===== config.mk =====
export PLATFORM = sky130hd
export DESIGN_NAME = jpeg_enc_quant
export DESIGN_NICKNAME = d
export VERILOG_FILES = /design/src/rtl/jpeg_enc_quant.sv
export SDC_FILE = /design/constraint.sdc
export NUM_CORES = 1
export LEC_CHECK = 0
export CORE_MARGIN = 1
export CORE_UTILIZATION = 55
export DETAILED_ROUTE_END_ITERATION = 10
export PLACE_DENSITY_LB_ADDON = 0.25
export SLEW_MARGIN = 20
export SYNTH_ARGS = -nofsm -noshare
export SYNTH_HDL_FRONTEND = slang
export SYNTH_SLANG_ARGS = --single-unit

===== constraint.sdc =====
create_clock -name clk -period 4 [get_ports clk]
set_input_delay 0.6 -clock clk [delete_from_list [all_inputs] [get_ports clk]]
set_output_delay 0.6 -clock clk [all_outputs]
set_load 0.02 [all_outputs]

===== src/rtl/jpeg_enc_quant.sv =====
// JPEG quantiser: reads 64 DCT coefficients in natural order, multiplies by a reciprocal
// quantiser, rounds/saturates to OW bits and writes them in zig-zag order.
module jpeg_enc_quant #(
  parameter int SHIFT = 16,
  parameter int QW    = 16,
  parameter int OW    = 12
) (
  input  logic                 clk,
  input  logic                 reset,
  input  logic                 s_quant,
  output logic [5:0]           dctdu_ram_ar,
  input  logic signed [17:0]   dctdu_ram_di,
  output logic [5:0]           qtab_a,
  input  logic [QW-1:0]        qtab_d,
  output logic [5:0]           qdu_ram_aw,
  output logic                 qdu_ram_we,
  output logic signed [OW-1:0] qdu_ram_do,
  output logic                 busy,
  output logic [5:0]           last_nz,
  output logic                 all_zero,
  output logic                 e_quant
);

  localparam int PW = 18 + QW + 1;
  localparam logic signed [PW-1:0] HALF = {{(PW-SHIFT){1'b0}}, 1'b1, {(SHIFT-1){1'b0}}};
  localparam logic signed [PW-1:0] MAXV = {{(PW-OW+1){1'b0}}, {(OW-1){1'b1}}};
  localparam logic signed [PW-1:0] MINV = {{(PW-OW+1){1'b1}}, {(OW-1){1'b0}}};

  localparam logic [5:0] ZZ [64] = '{
    6'd0,  6'd1,  6'd5,  6'd6,  6'd14, 6'd15, 6'd27, 6'd28,
    6'd2,  6'd4,  6'd7,  6'd13, 6'd16, 6'd26, 6'd29, 6'd42,
    6'd3,  6'd8,  6'd12, 6'd17, 6'd25, 6'd30, 6'd41, 6'd43,
    6'd9,  6'd11, 6'd18, 6'd24, 6'd31, 6'd40, 6'd44, 6'd53,
    6'd10, 6'd19, 6'd23, 6'd32, 6'd39, 6'd45, 6'd52, 6'd54,
    6'd20, 6'd22, 6'd33, 6'd38, 6'd46, 6'd51, 6'd55, 6'd60,
    6'd21, 6'd34, 6'd37, 6'd47, 6'd50, 6'd56, 6'd59, 6'd61,
    6'd35, 6'd36, 6'd48, 6'd49, 6'd57, 6'd58, 6'd62, 6'd63
  };

  typedef enum logic [1:0] {IDLE, RUN, FLUSH, DONE} state_t;

  state_t                state_q, state_d;
  logic [5:0]            k_q, k_d;
  logic [1:0]            fcnt_q, fcnt_d;
  logic                  e_quant_q, e_quant_d;
  logic                  v1_q, v1_d;
  logic [5:0]            idx1_q, idx1_d;
  logic                  v2_q, v2_d;
  logic [5:0]            idx2_q, idx2_d;
  logic signed [PW-1:0]  prod_q, prod_d;
  logic                  we_q, we_d;
  logic [5:0]            aw_q, aw_d;
  logic signed [OW-1:0]  do_q, do_d;
  logic [5:0]            last_nz_q, last_nz_d;
  logic                  all_zero_q, all_zero_d;

  logic signed [PW-1:0]  dct_ext, rcp_ext, rnd, shifted;
  logic signed [OW-1:0]  sat;
  logic [5:0]            zz_pos;

  assign dct_ext = {{(PW-18){dctdu_ram_di[17]}}, dctdu_ram_di};
  assign rcp_ext = {{(PW-QW){1'b0}}, qtab_d};

  // The RAM output registers serve as the first pipeline stage, so the product
  // is taken straight from the read data, aligned with idx1.
  always_comb begin
    state_d   = state_q;
    k_d       = k_q;
    fcnt_d    = fcnt_q;
    e_quant_d = 1'b0;
    v1_d      = 1'b0;
    idx1_d    = idx1_q;
    case (state_q)
      IDLE: begin
        if (s_quant) begin
          state_d = RUN;
          k_d     = 6'd0;
        end
      end
      RUN: begin
        v1_d   = 1'b1;
        idx1_d = k_q;
        k_d    = k_q + 6'd1;
        if (k_q == 6'd63) begin
          state_d = FLUSH;
          fcnt_d  = 2'd0;
        end
      end
      FLUSH: begin
        fcnt_d = fcnt_q + 2'd1;
        if (fcnt_q == 2'd2) begin
          state_d   = DONE;
          e_quant_d = 1'b1;
        end
      end
      DONE:    state_d = IDLE;
      default: state_d = IDLE;
    endcase

    v2_d   = v1_q;
    idx2_d = v1_q ? idx1_q : idx2_q;
    prod_d = dct_ext * rcp_ext;

    // Round half up, then clamp using the full-width shifted value.
    rnd     = prod_q + HALF;
    shifted = rnd >>> SHIFT;
    if (shifted > MAXV)      sat = MAXV[OW-1:0];
    else if (shifted < MINV) sat = MINV[OW-1:0];
    else                     sat = shifted[OW-1:0];
    zz_pos = ZZ[idx2_q];

    we_d = v2_q;
    aw_d = v2_q ? zz_pos : aw_q;
    do_d = v2_q ? sat : do_q;

    last_nz_d  = last_nz_q;
    all_zero_d = all_zero_q;
    if (state_q == IDLE && s_quant) begin
      last_nz_d  = 6'd0;
      all_zero_d = 1'b1;
    end else if (v2_q && sat != '0) begin
      all_zero_d = 1'b0;
      if (zz_pos > last_nz_q) last_nz_d = zz_pos;
    end
  end

  always_ff @(posedge clk or posedge reset) begin
    if (reset) begin
      state_q    <= IDLE;
      k_q        <= '0;
      fcnt_q     <= '0;
      e_quant_q  <= 1'b0;
      v1_q       <= 1'b0;
      idx1_q     <= '0;
      v2_q       <= 1'b0;
      idx2_q     <= '0;
      prod_q     <= '0;
      we_q       <= 1'b0;
      aw_q       <= '0;
      do_q       <= '0;
      last_nz_q  <= '0;
      all_zero_q <= 1'b0;
    end else begin
      state_q    <= state_d;
      k_q        <= k_d;
      fcnt_q     <= fcnt_d;
      e_quant_q  <= e_quant_d;
      v1_q       <= v1_d;
      idx1_q     <= idx1_d;
      v2_q       <= v2_d;
      idx2_q     <= idx2_d;
      prod_q     <= prod_d;
      we_q       <= we_d;
      aw_q       <= aw_d;
      do_q       <= do_d;
      last_nz_q  <= last_nz_d;
      all_zero_q <= all_zero_d;
    end
  end

  assign dctdu_ram_ar = k_q;
  assign qtab_a       = k_q;
  assign qdu_ram_we   = we_q;
  assign qdu_ram_aw   = aw_q;
  assign qdu_ram_do   = do_q;
  assign busy         = (state_q != IDLE);
  assign last_nz      = last_nz_q;
  assign all_zero     = all_zero_q;
  assign e_quant      = e_quant_q;

endmodule

# --- Yosys cells after proc, flatten, opt, wreduce, memory -nomap -nowiden ---
# Memory sizes are Yosys's and may differ from the RTL's.
# Index checks and enable logic that the tools add are counted.
word_totals:
  word_cells: 65
  rom_bits: 384
  memories: 1
  latch_bits: 0
  mem_bits_rw: 0
  register_bits: 86
mem_list:
  columns: ["memory", "words", "width", "read_ports", "rd_ports_with_merged_regs", "write_ports", "line", "text"]
  rows:
  - ["(name not given)", 64, 6, 1, 0, 0, "110", "zz_pos = ZZ[idx2_q];"]
classes:
  addsub: 3
  div_mod_pow: 0
  multipliers: 1
  n_reduce_logical: 13
  shift: 0
  bitwise: 1
  eq_ne: 8
  mux: 20
  order_cmp: 4
ops:
  columns: ["cell", "n"]
  rows:
  - ["$mux W6", 6]
  - ["$add A35 B17 Y35 const B", 1]
  - ["$mul A18 B17 Y35", 1]
  - ["$mux W12", 2]
  - ["$gt A19 B12 Y1 const B", 1]
  - ["$lt A19 B12 Y1 const B", 1]
  - ["$pmux W6 S2", 1]
  - ["$reduce_bool A12 Y1", 1]
  - ["$reduce_bool A2 Y1", 5]
  - ["$mux W2", 4]
  - ["$pmux W2 S4", 1]
  - ["$ge A7 B7 Y1 const B", 1]
  - ["$not A6 Y7", 1]
  - ["$add A6 B1 Y6 const B", 1]
  - ["$eq A2 B2 Y1 const B", 3]
  - ["$eq A6 B6 Y1 const B", 1]
  - ["$gt A6 B6 Y1", 1]
  - ["$ne A2 B2 Y1 const B", 3]
  - ["$reduce_and A2 Y1", 3]
  - ["$mux W1", 5]
  - ["$pmux W2 S2", 1]
  - ["$reduce_and A3 Y1", 1]
  - ["$add A2 B1 Y2 const B", 1]
  - ["$eq A2 B1 Y1 const B", 1]
  - ["2 further kinds", 3]

# --- Depth between registers and ports, before layout ---
# Gate-level depths: netlist of run 1.
logic_depth:
  word_depth: 8
  mapped_depth: 25
  depth_no_buf: 24

# --- Worst setup path before layout of run 1 ---
# No wires, ideal clock.
synth_timing:
  kind: "input -> register"
  from: "input port qtab_d[3]"
  to: "register prod_q[30]"
  arrival_time_ns: 6.553
  setup_time_ns: 0.080
  path_buffers: 2
  cell_stages: 21
  required_ns: 3.920
  slack_ns: -2.633
  path_cell_list: "clkbuf_1 -> clkbuf_1 -> nand2_1 -> fa_1 -> fa_1 -> inv_1 -> fa_1 -> fa_1 -> fa_1 -> inv_1 -> fa_1 -> inv_1 -> ha_1 -> a21o_1 -> a21o_1 -> or3_1 -> or3_1 -> a31oi_1 -> o21bai_1 -> a21oi_1 -> xnor2_1"
synth_via:
  elab_chain_cells: 1
synth_lines:
  columns: ["item", "line", "text"]
  rows:
  - ["from (decl)", "14", "input logic [QW-1:0] qtab_d,"]
  - ["$mul A18 B17 Y35", "102", "prod_d = dct_ext * rcp_ext;"]
  - ["net prod_d[30]", "50", "logic signed [PW-1:0] prod_q, prod_d;"]
  - ["to (signal assigned)", "152", "prod_q <= prod_d;"]
  - ["to (decl)", "50", null]
# The timed path passes the listed nets, and every way through them passes these cells.
# A chain may end at the register's enable or synchronous reset.

# --- Final worst setup path of run 1 ---
layout_timing:
  from: "input port qtab_d[13]"
  to: "register prod_q[30]"
# Same word-level chain as after synthesis.

==> impl_results.md, run 1 <==
- Die W: 165 um
- Synth async-reset ratio: 100%
- Vertical die dimension: 165 um
- Wire length after detailed routing: 34000 um
- Synth Area in XOR/XNOR: 2.71%
- Clock Pin Slew Worst Setup and Hold Paths: 50 ps
- Slew at the pin closest to its max-slew limit: 918 ps
- Share of synthesized area occupied by flip-flops and latches: 12.2%
- Violations in the final reports: setup timing
- Antenna cell count: 0
- Worst Skew: 7.86 ps
- Number of distinct standard cells referenced by the synthesized netlist: 61
- CTS H-Tree Depth: 3
- Unrepaired setup endpoints after global routing: true
- Worst Setup Start Kind: input pin
- Count of synthesis-stage warnings from yosys: 0
- Final Slew Violations: 0
- Number of cells traversed by the worst register-to-register path: 18
- Via count: 11.4k
- Maximum number of pins on one net before global-route repair: 54
- Final Net Count: 2263
- Fraction of the mapped netlist area in simple logic gates: 14.3%
- Vias in the first global route: 12.6k
- Total track usage: 27.0%
- Global-route wire length before repair: 57700 um
- Total negative slack: -33420 ps
- Fraction of final layout cells with drive strength greater than 1: 23.6%
- Worst hold path class: flop to flop
- I/O pins: 77
- Yosys reg bits: 71
- Critical Setup Path Class: input pin to flop
- Remaining DRCs: 0
- Insertion delay of the later-clocked pin in the worst-skew pair: 330 ps
- Final-report hold violation count: 0
- Crit path launch: qtab_d[13]
- Placeable core area: 26000 um2
- Half-perimeter wire length after detailed placement: 27400 um
- Max Cap Viol: 0
- Die Area: 27100 um2
- Crit-path max cell delay: 580 ps
- Destination of the worst register-to-register timing path: last_nz[1]
- Post-placement setup slack: -2810 ps
- Worst endpoint required time: 4250 ps
- Slack of the worst reg-to-reg path: 230 ps
- Number of flops mapped to enable cells by yosys: 0
- Dominant combinational cell family by area after synthesis: adder cells
- Number of setup violations in the final report: 20
- Ratio of routed vias to standard cells: 5.24
- Maximum clock frequency: 169 MHz
- Drt pass-1 iters: 5
- Nature of the critical path endpoint: flop
- Compound-gate portion of the synthesized area: 7.21%
- Share of synthesized cell area in full adder, half adder and majority cells: 49.0%
- Nets in the synthesized netlist: 2024
- Average cell area after synthesis: 9.14 um2
- Number of antenna violations at the first check in global routing: 0
- Worst EP arrival: 6170 ps
- Outcome: complete, but fails checks
- Leftover overflow at the end of global routing: 0
- Routability congestion estimate: 0.897
- Initial standard-cell utilization of the core: 56.0%
- Tcrit/Tclk final: 148%
- Total number of clock tree sinks: 71
- CTS tree: done
- Hold slack: 473 ps
- WL per Instance: 15.7 um
- Hold-fix buffers, CTS: 0
- Max Buffers Root-to-Sink: 2
- Initial drt markers: 537
- Cell count after synthesis: 1592
- Worst-case setup margin in the final layout: -1920 ps
- Headroom to the max-slew limit: 38.8%
- Number of CTS-inserted buffers: 9
- Synthesis-to-layout area growth: 25.8%
- Cell chosen for the clock root: sky130_fd_sc_hd__clkbuf_16
- Core Rows: 59
- Maximum fanout count along the critical path: 4
- Number of input and output port buffers inserted: 76
- Mux share of post-synthesis cell area: 2.59%
- Filler Cell Count: 1879
- Most common flop cell mapped by yosys: sky130_fd_sc_hd__dfrtp_1
- CP Capture Point: prod_q[30]
- Library cell contributing the largest single delay on the critical path: sky130_fd_sc_hd__fa_2
- Critical R2R Launch: idx2_q[0]
- Final critical path time including I/O delays and setup: 5920 ps
- Final antenna-violating net count: 0
- Critical Path, Cell by Cell: buf_6, buf_6, buf_12, buf_6, and2_4, fa_1, inv_2, fa_1, inv_2, fa_2, fa_2, fa_1, inv_2, fa_1, inv_2, ha_4, buf_4, o2111ai_1, a21oi_2, or3_1, a31oi_2, o21bai_2, a21oi_2, xnor2_1
- Netlist Area Pre-Place: 14600 um2
state kept, by name, indices dropped and copies added, names as in the netlist:
name	count
prod_q	20
qdu_ram_do	12
dctdu_ram_ar	6
idx1_q	6
idx2_q	6
last_nz	6
qdu_ram_aw	6
fcnt_q	2
state_q	2
all_zero	1
e_quant	1
qdu_ram_we	1
v1_q	1
v2_q	1
what timing repair did:
item / 4_1_cts / 5_1_grt
gates cloned: 6 / 1
buffers inserted: 31 / 19
pin swaps: 131 / 78
endpoints found under the setup margin: 20 / 26
resized for setup: 221 / 78
synth_stat cells (all sizes together), types with 5 or more instances:
library cell	instances	area share, %
a21oi	44	1.5
ha	104	8.9
nor3	10	0.42
xnor2	31	1.9
xor2	14	0.84
nor2	37	0.95
fa	291	40
nand3	16	0.55
nand2	201	5.2
nand2b	10	0.43
mux2	19	1.5
buf	7	0.34
o21a	14	0.72
o21bai	5	0.26
and3	10	0.43
clkbuf	66	1.7
o21ai	29	1.0
and2	122	5.2
a21o	10	0.52
nand4	7	0.34
dfrtp	71	12
inv	388	10
o211ai	15	0.77
mux2i	14	0.96
metal layers:
| metal | routed length (um) | track usage (%) |
|---|---|---|
| met5 | 0 | 0 |
| met3 | 1180 | 3.49 |
| met2 | 18300 | 50.6 |
| met4 | 1100 | 8.63 |
| met1 | 13500 | 31.9 |
cell families (layout without fill, tap and decap cells):
group                    count (synthesis)  after routing
buffers and inverters                  462            706
AO/OA/AOI/OAI                          158            158
XOR/XNOR                                45             45
multiplexers                            34             34
flip-flops                              71             71
AND/OR/NAND/NOR                        427            427
adder cells (fa/ha/maj)                395            395
cell usage in the layout (no fill, tap or decap), types with 15 or more instances in the layout:
cell type,count
sky130_fd_sc_hd__xnor2_1,29
sky130_fd_sc_hd__dfrtp_1,69
sky130_fd_sc_hd__o21ai_0,25
sky130_fd_sc_hd__ha_4,17
sky130_fd_sc_hd__nand3_1,15
sky130_fd_sc_hd__and2_4,20
sky130_fd_sc_hd__fa_1,269
sky130_fd_sc_hd__inv_1,362
sky130_fd_sc_hd__nand2_1,188
sky130_fd_sc_hd__clkdlybuf4s50_1,45
sky130_fd_sc_hd__buf_4,169
sky130_fd_sc_hd__buf_2,18
sky130_fd_sc_hd__buf_6,48
sky130_fd_sc_hd__and2_1,102
sky130_fd_sc_hd__nor2_1,33
sky130_fd_sc_hd__a21oi_1,32
sky130_fd_sc_hd__inv_2,25
sky130_fd_sc_hd__o211ai_1,15
sky130_fd_sc_hd__ha_1,82
sky130_fd_sc_hd__mux2_2,19
sky130_fd_sc_hd__fa_2,22
worst min-delay path by stage:
stage	start	to	depth (start not counted)
final	idx1_q[0]	idx2_q[0]	2
after global routing	qdu_ram_do[2]	qdu_ram_do[2]	1
after CTS	idx1_q[0]	idx2_q[0]	2
after detailed placement	idx1_q[0]	idx2_q[0]	2
after global placement	idx1_q[1]	idx2_q[1]	2
after floorplan	v1_q	v2_q	0
cell type report:
class,instances,area (um2),share of cell area [%]
flip-flops and latches,71,1780,9.72
inverters,389,1460,7.98
multi-input cells,1059,11600,63.5
repair buffers,301,2700,14.7
well taps,335,419,2.29
clock buffers,12,267,1.46
clock inverters,4,52.6,0.287
critical path, delay by kind of cell:
family	cells	cell delay, ps
buffers and inverters	9	740
AO/OA/AOI/OAI	5	830
XOR/XNOR	1	120
AND/OR/NAND/NOR	2	530
adder cells (fa/ha/maj)	7	3340
per-stage QoR:
| step | area, um2 | utilization (%) | cells |
|---|---|---|---|
| floorplan | 14900 | - | 1592 |
| global placement | 17000 | 65.3 | 2103 |
| global route | 18300 | 70.5 | 2171 |
| detailed placement | 17000 | 65.3 | 2103 |
| CTS | 18000 | 69.1 | 2154 |
| finish | 18300 | 70.5 | 2171 |
Power of run 1 is not shown: default switching activity piles up to over one toggle a cycle in this logic, so the estimate is an artifact.
==> run 2: changes to the inputs <==
HOLD_SLACK_MARGIN = 0.03   (was unset)
==> results of run 2 <==
The final DEF is identical to that of run 1; final timing and power are the same.
Power of run 2 is left out for the same reason.
